File: src/rtl/datapath_executor_if.sv
// Command and status bundle between the task controller (master) and the
// datapath executor (slave).
interface datapath_executor_if #(
    parameter int W = 8
);
    logic         cmd_valid;
    logic         cmd_ready;
    logic         MUX0_SELECT;
    logic [W-1:0] MUX0_INP1;
    logic         MUX1_SELECT;
    logic [W-1:0] MUX1_INP1;
    logic [4:0]   shamt;
    logic [1:0]   combinational_shifter_control;
    logic         op2_mux2_select;
    logic [W-1:0] comp2_mux2_inp_1;
    logic [3:0]   ALU_OPERATION_SELECT;
    logic         write_enable;
    logic         busy;
    logic         done;
    logic [W-1:0] result;
    logic [W-1:0] reg_out;
    logic [3:0]   flags;

    modport master (
        output cmd_valid, MUX0_SELECT, MUX0_INP1, MUX1_SELECT, MUX1_INP1, shamt,
               combinational_shifter_control, op2_mux2_select, comp2_mux2_inp_1,
               ALU_OPERATION_SELECT, write_enable,
        input  cmd_ready, busy, done, result, reg_out, flags
    );

    modport slave (
        input  cmd_valid, MUX0_SELECT, MUX0_INP1, MUX1_SELECT, MUX1_INP1, shamt,
               combinational_shifter_control, op2_mux2_select, comp2_mux2_inp_1,
               ALU_OPERATION_SELECT, write_enable,
        output cmd_ready, busy, done, result, reg_out, flags
    );
endinterface

File: src/rtl/datapath_executor.sv
// Sequential datapath: captures a control word, shifts operand B one bit per
// cycle, then runs the ALU and commits result, register R and NZCV flags.
module datapath_executor #(
    parameter int W = 8
) (
    input  logic               clk,
    input  logic               reset_synchronous,
    datapath_executor_if.slave bus
);
    typedef enum logic [1:0] {
        IDLE  = 2'd0,
        SHIFT = 2'd1,
        EXEC  = 2'd2
    } state_t;

    state_t       state_q, state_d;
    logic [W-1:0] a_q, a_d, b_q, b_d, comp_q, comp_d;
    logic [W-1:0] r_q, r_d, result_q, result_d;
    logic [4:0]   cnt_q, cnt_d;
    logic [3:0]   op_q, op_d, flags_q, flags_d;
    logic [1:0]   ctl_q, ctl_d;
    logic         sc_q, sc_d, shifted_q, shifted_d;
    logic         o2s_q, o2s_d, we_q, we_d, done_q, done_d;

    logic [4:0]   cnt_cap_s;
    logic [W:0]   step_s;
    logic [W-1:0] b_op_s, add_x_s, add_y_s, alu_s;
    logic         add_cin_s, add_v_s, arith_s;
    logic [W:0]   sum_s;

    // One shifter step; returns {bit shifted out, new value}.
    function automatic logic [W:0] shift_step(input logic [W-1:0] v, input logic [1:0] ctl);
        logic [W:0] r;
        case (ctl)
            2'b00:   r = {v, 1'b0};
            2'b01:   r = {v[0], 1'b0, v[W-1:1]};
            2'b10:   r = {v[0], v[W-1], v[W-1:1]};
            2'b11:   r = {v[0], v[0], v[W-1:1]};
            default: r = {1'b0, v};
        endcase
        return r;
    endfunction

    // Shift count: linear shifts saturate at W, rotates wrap modulo W.
    always_comb begin
        if (bus.combinational_shifter_control == 2'b11) begin
            cnt_cap_s = 5'({27'd0, bus.shamt} % 32'(W));
        end else if ({27'd0, bus.shamt} > 32'(W)) begin
            cnt_cap_s = 5'(W);
        end else begin
            cnt_cap_s = bus.shamt;
        end
    end

    // Shared adder; subtract forms use x + ~y + cin so carry out is NOT borrow.
    always_comb begin
        b_op_s    = o2s_q ? b_q : comp_q;
        add_x_s   = a_q;
        add_y_s   = b_op_s;
        add_cin_s = 1'b0;
        case (op_q)
            4'd2, 4'd10: begin add_y_s = ~b_op_s; add_cin_s = 1'b1; end
            4'd3:        begin add_x_s = b_op_s; add_y_s = ~a_q; add_cin_s = 1'b1; end
            4'd5:        add_cin_s = flags_q[1];
            4'd6:        begin add_y_s = ~b_op_s; add_cin_s = flags_q[1]; end
            4'd7:        begin add_x_s = b_op_s; add_y_s = ~a_q; add_cin_s = flags_q[1]; end
            default:     add_cin_s = 1'b0;
        endcase
        sum_s   = {1'b0, add_x_s} + {1'b0, add_y_s} + {{W{1'b0}}, add_cin_s};
        add_v_s = (add_x_s[W-1] == add_y_s[W-1]) && (sum_s[W-1] != add_x_s[W-1]);
    end

    // ALU result select.
    always_comb begin
        arith_s = 1'b0;
        case (op_q)
            4'd0, 4'd8: alu_s = a_q & b_op_s;
            4'd1, 4'd9: alu_s = a_q ^ b_op_s;
            4'd12:      alu_s = a_q | b_op_s;
            4'd13:      alu_s = b_op_s;
            4'd14:      alu_s = a_q & ~b_op_s;
            4'd15:      alu_s = ~b_op_s;
            default: begin
                alu_s   = sum_s[W-1:0];
                arith_s = 1'b1;
            end
        endcase
    end

    // Next-state and datapath register updates.
    always_comb begin
        state_d   = state_q;
        a_d       = a_q;
        b_d       = b_q;
        comp_d    = comp_q;
        r_d       = r_q;
        result_d  = result_q;
        cnt_d     = cnt_q;
        op_d      = op_q;
        flags_d   = flags_q;
        ctl_d     = ctl_q;
        sc_d      = sc_q;
        shifted_d = shifted_q;
        o2s_d     = o2s_q;
        we_d      = we_q;
        done_d    = 1'b0;
        step_s    = shift_step(b_q, ctl_q);
        case (state_q)
            IDLE: begin
                if (bus.cmd_valid) begin
                    a_d       = bus.MUX0_SELECT ? bus.MUX0_INP1 : r_q;
                    b_d       = bus.MUX1_SELECT ? bus.MUX1_INP1 : r_q;
                    comp_d    = bus.comp2_mux2_inp_1;
                    op_d      = bus.ALU_OPERATION_SELECT;
                    ctl_d     = bus.combinational_shifter_control;
                    o2s_d     = bus.op2_mux2_select;
                    we_d      = bus.write_enable;
                    cnt_d     = cnt_cap_s;
                    shifted_d = (cnt_cap_s != 5'd0);
                    sc_d      = 1'b0;
                    state_d   = (cnt_cap_s != 5'd0) ? SHIFT : EXEC;
                end else begin
                    state_d = IDLE;
                end
            end
            SHIFT: begin
                b_d     = step_s[W-1:0];
                sc_d    = step_s[W];
                cnt_d   = cnt_q - 5'd1;
                state_d = (cnt_q == 5'd1) ? EXEC : SHIFT;
            end
            EXEC: begin
                result_d = alu_s;
                if (we_q && !(op_q inside {[4'd8:4'd11]})) begin
                    r_d = alu_s;
                end else begin
                    r_d = r_q;
                end
                flags_d[3] = alu_s[W-1];
                flags_d[2] = (alu_s == {W{1'b0}});
                if (arith_s) begin
                    flags_d[1] = sum_s[W];
                    flags_d[0] = add_v_s;
                end else if (shifted_q) begin
                    flags_d[1] = sc_q;
                end else begin
                    flags_d[1] = flags_q[1];
                end
                done_d  = 1'b1;
                state_d = IDLE;
            end
            default: state_d = IDLE;
        endcase
    end

    // State and datapath registers with synchronous reset.
    always_ff @(posedge clk) begin
        if (reset_synchronous) begin
            state_q   <= IDLE;
            a_q       <= '0;
            b_q       <= '0;
            comp_q    <= '0;
            r_q       <= '0;
            result_q  <= '0;
            cnt_q     <= 5'd0;
            op_q      <= 4'd0;
            flags_q   <= 4'd0;
            ctl_q     <= 2'd0;
            sc_q      <= 1'b0;
            shifted_q <= 1'b0;
            o2s_q     <= 1'b0;
            we_q      <= 1'b0;
            done_q    <= 1'b0;
        end else begin
            state_q   <= state_d;
            a_q       <= a_d;
            b_q       <= b_d;
            comp_q    <= comp_d;
            r_q       <= r_d;
            result_q  <= result_d;
            cnt_q     <= cnt_d;
            op_q      <= op_d;
            flags_q   <= flags_d;
            ctl_q     <= ctl_d;
            sc_q      <= sc_d;
            shifted_q <= shifted_d;
            o2s_q     <= o2s_d;
            we_q      <= we_d;
            done_q    <= done_d;
        end
    end

    assign bus.cmd_ready = (state_q == IDLE);
    assign bus.busy      = (state_q != IDLE);
    assign bus.done      = done_q;
    assign bus.result    = result_q;
    assign bus.reg_out   = r_q;
    assign bus.flags     = flags_q;
endmodule

File: src/flat_wrapper.sv
// flat-port wrapper written by rule: the top's interface ports become plain ports
module datapath_executor_flat 
#(
    parameter int W = 8
)
  (clk, reset_synchronous, bus_cmd_valid, bus_MUX0_SELECT, bus_MUX0_INP1, bus_MUX1_SELECT, bus_MUX1_INP1, bus_shamt, bus_combinational_shifter_control, bus_op2_mux2_select, bus_comp2_mux2_inp_1, bus_ALU_OPERATION_SELECT, bus_write_enable, bus_cmd_ready, bus_busy, bus_done, bus_result, bus_reg_out, bus_flags);
  datapath_executor_if #(.W(W)) bus_i ();
  input  logic clk;
  input  logic reset_synchronous;
  input wire logic [$bits(bus_i.cmd_valid)-1:0] bus_cmd_valid;
  input wire logic [$bits(bus_i.MUX0_SELECT)-1:0] bus_MUX0_SELECT;
  input wire logic [$bits(bus_i.MUX0_INP1)-1:0] bus_MUX0_INP1;
  input wire logic [$bits(bus_i.MUX1_SELECT)-1:0] bus_MUX1_SELECT;
  input wire logic [$bits(bus_i.MUX1_INP1)-1:0] bus_MUX1_INP1;
  input wire logic [$bits(bus_i.shamt)-1:0] bus_shamt;
  input wire logic [$bits(bus_i.combinational_shifter_control)-1:0] bus_combinational_shifter_control;
  input wire logic [$bits(bus_i.op2_mux2_select)-1:0] bus_op2_mux2_select;
  input wire logic [$bits(bus_i.comp2_mux2_inp_1)-1:0] bus_comp2_mux2_inp_1;
  input wire logic [$bits(bus_i.ALU_OPERATION_SELECT)-1:0] bus_ALU_OPERATION_SELECT;
  input wire logic [$bits(bus_i.write_enable)-1:0] bus_write_enable;
  output wire logic [$bits(bus_i.cmd_ready)-1:0] bus_cmd_ready;
  output wire logic [$bits(bus_i.busy)-1:0] bus_busy;
  output wire logic [$bits(bus_i.done)-1:0] bus_done;
  output wire logic [$bits(bus_i.result)-1:0] bus_result;
  output wire logic [$bits(bus_i.reg_out)-1:0] bus_reg_out;
  output wire logic [$bits(bus_i.flags)-1:0] bus_flags;
  assign bus_i.cmd_valid = bus_cmd_valid;
  assign bus_i.MUX0_SELECT = bus_MUX0_SELECT;
  assign bus_i.MUX0_INP1 = bus_MUX0_INP1;
  assign bus_i.MUX1_SELECT = bus_MUX1_SELECT;
  assign bus_i.MUX1_INP1 = bus_MUX1_INP1;
  assign bus_i.shamt = bus_shamt;
  assign bus_i.combinational_shifter_control = bus_combinational_shifter_control;
  assign bus_i.op2_mux2_select = bus_op2_mux2_select;
  assign bus_i.comp2_mux2_inp_1 = bus_comp2_mux2_inp_1;
  assign bus_i.ALU_OPERATION_SELECT = bus_ALU_OPERATION_SELECT;
  assign bus_i.write_enable = bus_write_enable;
  assign bus_cmd_ready = bus_i.cmd_ready;
  assign bus_busy = bus_i.busy;
  assign bus_done = bus_i.done;
  assign bus_result = bus_i.result;
  assign bus_reg_out = bus_i.reg_out;
  assign bus_flags = bus_i.flags;
  datapath_executor #(.W(W)) u_core (.clk(clk), .reset_synchronous(reset_synchronous), .bus(bus_i));
endmodule
File: config.mk
export PLATFORM = sky130hd
export DESIGN_NAME = datapath_executor_flat
export DESIGN_NICKNAME = d
export VERILOG_FILES = /design/src/rtl/datapath_executor_if.sv /design/src/rtl/datapath_executor.sv /design/src/flat_wrapper.sv
export SDC_FILE = /design/constraint.sdc
export NUM_CORES = 1
export LEC_CHECK = 0
export ABC_CLOCK_PERIOD_IN_PS = 9400
export BUFFER_PORTS_ARGS = -buffer_cell sky130_fd_sc_hd__buf_2
export CAP_MARGIN = 0
export CORE_AREA = 2 2 104 106
export DETAILED_ROUTE_END_ITERATION = 7
export DIE_AREA = 0 0 106 108
export PLACE_DENSITY = 0.67
export RECOVER_POWER = 50
export SYNTH_ARGS = -nofsm -noshare
export SYNTH_HDL_FRONTEND = slang
export SYNTH_SLANG_ARGS = --single-unit
File: constraint.sdc
create_clock -name clk -period 9.4 [get_ports clk]
set_clock_uncertainty 0.05 [all_clocks]
set_input_delay 1.41 -clock clk [delete_from_list [all_inputs] [get_ports clk]]
set_output_delay 1.41 -clock clk [all_outputs]
set_load 0.01 [all_outputs]
==> results.yml <==
logic_synthesis:
  synth_area_leaders: "dfxtp_1 (30%), mux2i_1 (7.9%), nand2_1 (7.6%), a21oi_1 (5.8%), ha_1 (5.2%)"
  postSynth.asyncResetShare_pct: 0
  synthCells: 518
  syn-mean-instance-area_um2: 7.85
  synth_edf_count: 0
  synthFlopType: "dfxtp_1"
  synth_fa_ha_area_share_pct: 6.21
  netlist.area_leader.share_pct: 30.0
  synth.mux.area_fraction_pct: 12.7
  ys_types: 56
  yosys.area.top_type: "dfxtp_1"
  synth-xor-area-share_pct: 1.29
  yosys_warnings: 0
  synthMostInstantiatedCell: "nand2_1"
  synth_seq_cells: 61
  synth_top_family_by_area: "compound AO/OA/AOI/OAI gates"
  synth_common_cells: "nand2_1 (82), dfxtp_1 (61), a21oi_1 (47), nor2_1 (44), mux2i_1 (32)"
  synth_compound_area_share_pct: 22.8
  ys_seq_area_share_pct: 30.0
  synthesis.area_mm2: 0.00407
  yosys.area_share.simple_pct: 20.7
  syn-num-nets: 579
timing:
  fin_setup_tns_ns: 0
  report.final.slew_viol_count: 62
  slew_headroom_pct: -73.7
  worstMarginPinSlew_ns: 2.61
  hold_ws_ns: 0.406
  period_share_pct: 51.6
  max_freq_ghz: 0.206
  setup_viol: 0
  hold_violations: 0
  rsz0062_at_grt: "no"
  period_needed_ns: 4.85
status:
  violations: "capacitance limit, slew limit"
  outcome: "finished, violations left"
hold_path:
  min_to: "u_core.bus.result[1]$_SDFFE_PP0P_"
  min_path_cells: 2
  hp-start: "u_core.bus.result[1]$_SDFFE_PP0P_"
  hp-class: "flip-flop to flip-flop"
route:
  wl_per_cell_um: 16.2
  viasPerCell: 5.54
  vias: 3850
  ant_nets: 0
  drc: 0
  routed_wl_um: 11200
  drt_iter0_drc: 223
  dr.pass1.iters: 5
clocking:
  clkSinkCount: 61
  cts_resized: 0
  worstSkewPairLatency_ns: 0.34
  cts_tree: "done"
  numCtsBuffers: 9
  h-tree-depth: 3
  path_clk_slew_ns: 0.07
  post_cts_buffers: 0
  clock_path_buffers: 2
  root_buffer: "clkbuf_8"
  ctsHoldBuffers: 0
critical_path:
  cpMaxStageDelayCell: "dfxtp_1"
  reg2reg_to: "u_core.bus.flags[1]$_SDFFE_PP0P_"
  start_kind: "flip-flop"
  crit_type: "flip-flop to flip-flop"
  crit_path_end_kind: "flip-flop"
  worst-path-buf-inv: 1
  path_delay_family: "simple AND/OR/NAND/NOR gates"
  worstRegToRegCells: 13
  path_cells: "nand3_1, nand2_1, o221ai_1, fa_1, inv_1, fa_1, nor2b_1, o31a_1, o21ai_0, nand2b_1, a21o_1, a2111oi_0, a2111oi_0"
  cp.required_ns: 9.43
  cp.arrival_ns: 4.88
  slowest_delay_ns: 0.94
  rrSetupSlack_ns: 4.55
  r2r_start: "u_core.op_q[0]$_SDFFE_PP0P_"
  worst-path-max-fanout: 29
pwr:
  powerDensity_mw_per_mm2: 158
  power_leakage_nw: 1.86
  ir_drop_uv: 99.9
grt:
  grt_use_total_pct: 20.2
  grt_pass1_wl_um: 18200
  grt_pass1_vias: 3620
  grt-ovfl-total: 0
  grt_max_degree: 62
  antenna_found_initial: 0
cells_and_area:
  layout.nets: 618
  drive_gt1_share_pct: 13.4
  fill_cells: 1048
  antenna_cells: 0
  multi_input_area_mm2: 0.00259
  regArea_mm2: 0.00122
  synthToLayoutAreaGrowth_pct: 12.2
placement:
  port_buffers: 64
  place_congestion: 0.882
  place.detailed.hpwl_um: 8380
floorplan:
  die_w_um: 106
  core_area_mm2: 0.0102
  start_util_pct: 39.8
  ios: 65
  fp.dieArea_mm2: 0.0114
  num_rows: 37
  die_y_um: 108
flow_run:
  cap_violations: 1
[layout make-up]
cell class | instances | share of cell area [%]
Sequential cell | 61 | 26.7
Clock inverter | 2 | 0.767
Inverter | 22 | 1.81
Timing Repair Buffer | 66 | 6.91
Tap cell | 136 | 3.73
Multi-Input combinational cell | 397 | 56.7
Clock buffer | 11 | 3.32
[registers in the layout, summed over array words and instances, names as in the netlist, 2 cells and up]
name                count
u_core.a_q              8
u_core.b_q              8
u_core.bus.reg_out      8
u_core.comp_q           8
u_core.bus.result       7
u_core.cnt_q            5
u_core.bus.flags        4
u_core.op_q             4
u_core.ctl_q            2
u_core.state_q          2
[cell usage in the layout, fill, tap and decap left out, types with 7 or more instances in the layout]
cell,n
nor3_1,19
mux2i_1,32
o21ai_0,26
clkbuf_8,11
clkbuf_1,16
a211oi_1,18
a31oi_1,7
ha_1,17
buf_2,48
inv_1,22
a21oi_1,47
a2111oi_0,9
o221ai_1,7
nor2b_1,12
dfxtp_1,61
nor2_1,44
nand2_1,82
[worst max path at each step]
stage | start | endpoint | slack [ns] | cells past startpoint
floorplan | u_core.op_q[3]$_SDFFE_PP0P_ | u_core.bus.flags[1]$_SDFFE_PP0P_ | 5.97 | 17
global placement | u_core.op_q[1]$_SDFFE_PP0P_ | u_core.bus.flags[1]$_SDFFE_PP0P_ | 4.87 | 13
detailed placement | u_core.op_q[1]$_SDFFE_PP0P_ | u_core.bus.flags[1]$_SDFFE_PP0P_ | 4.67 | 13
CTS | u_core.op_q[1]$_SDFFE_PP0P_ | u_core.bus.flags[1]$_SDFFE_PP0P_ | 4.67 | 13
global route | u_core.op_q[1]$_SDFFE_PP0P_ | u_core.bus.flags[1]$_SDFFE_PP0P_ | 3.99 | 13
finish | u_core.op_q[0]$_SDFFE_PP0P_ | u_core.bus.flags[1]$_SDFFE_PP0P_ | 4.55 | 13
[layer usage]
metal / GRT usage, % / share of wire (%) / up-vias
met2: 32.4 / 45 / 102
met5: 0 / 0 / -
met3: 3.68 / 5.0 / 15
met1: 27.3 / 48 / 1802
li1: - / - / 1931
met4: 6.95 / 2.1 / 0
[kinds of logic after synthesis]
| logic type | after synthesis |
|---|---|
| AO/OA/AOI/OAI | 142 |
| XOR/XNOR | 6 |
| adder cells (fa/ha/maj) | 19 |
| buffers and inverters | 60 |
| multiplexers | 43 |
| flip-flops | 61 |
| AND/OR/NAND/NOR | 187 |
[power breakdown]
group / internal (W) / switching [W]
sequential: 0.000276 / 0.0000304
clock: 0.000132 / 0.0000963
combinational: 0.0000761 / 0.000111
[worst min-delay path: stages, from the launching register on]
cell and delay [ns]:
dfxtp_1 0.31, nand2_1 0.05, a21oi_1 0.05
[through the flow]
step	setup WS (ns)	util (%)	power (W)	cells	area, um2
finish	4.55	44.6	0.000721	695	4570
global route	3.99	44.6	0.000761	695	4570
CTS	4.67	44.8	0.000725	695	4590
detailed placement	4.67	43.0	0.000496	682	4400
global placement	4.87	43.0	0.000492	682	4400
floorplan	5.97	-	0.000445	518	4070
(Power assumes the default switching activity.)
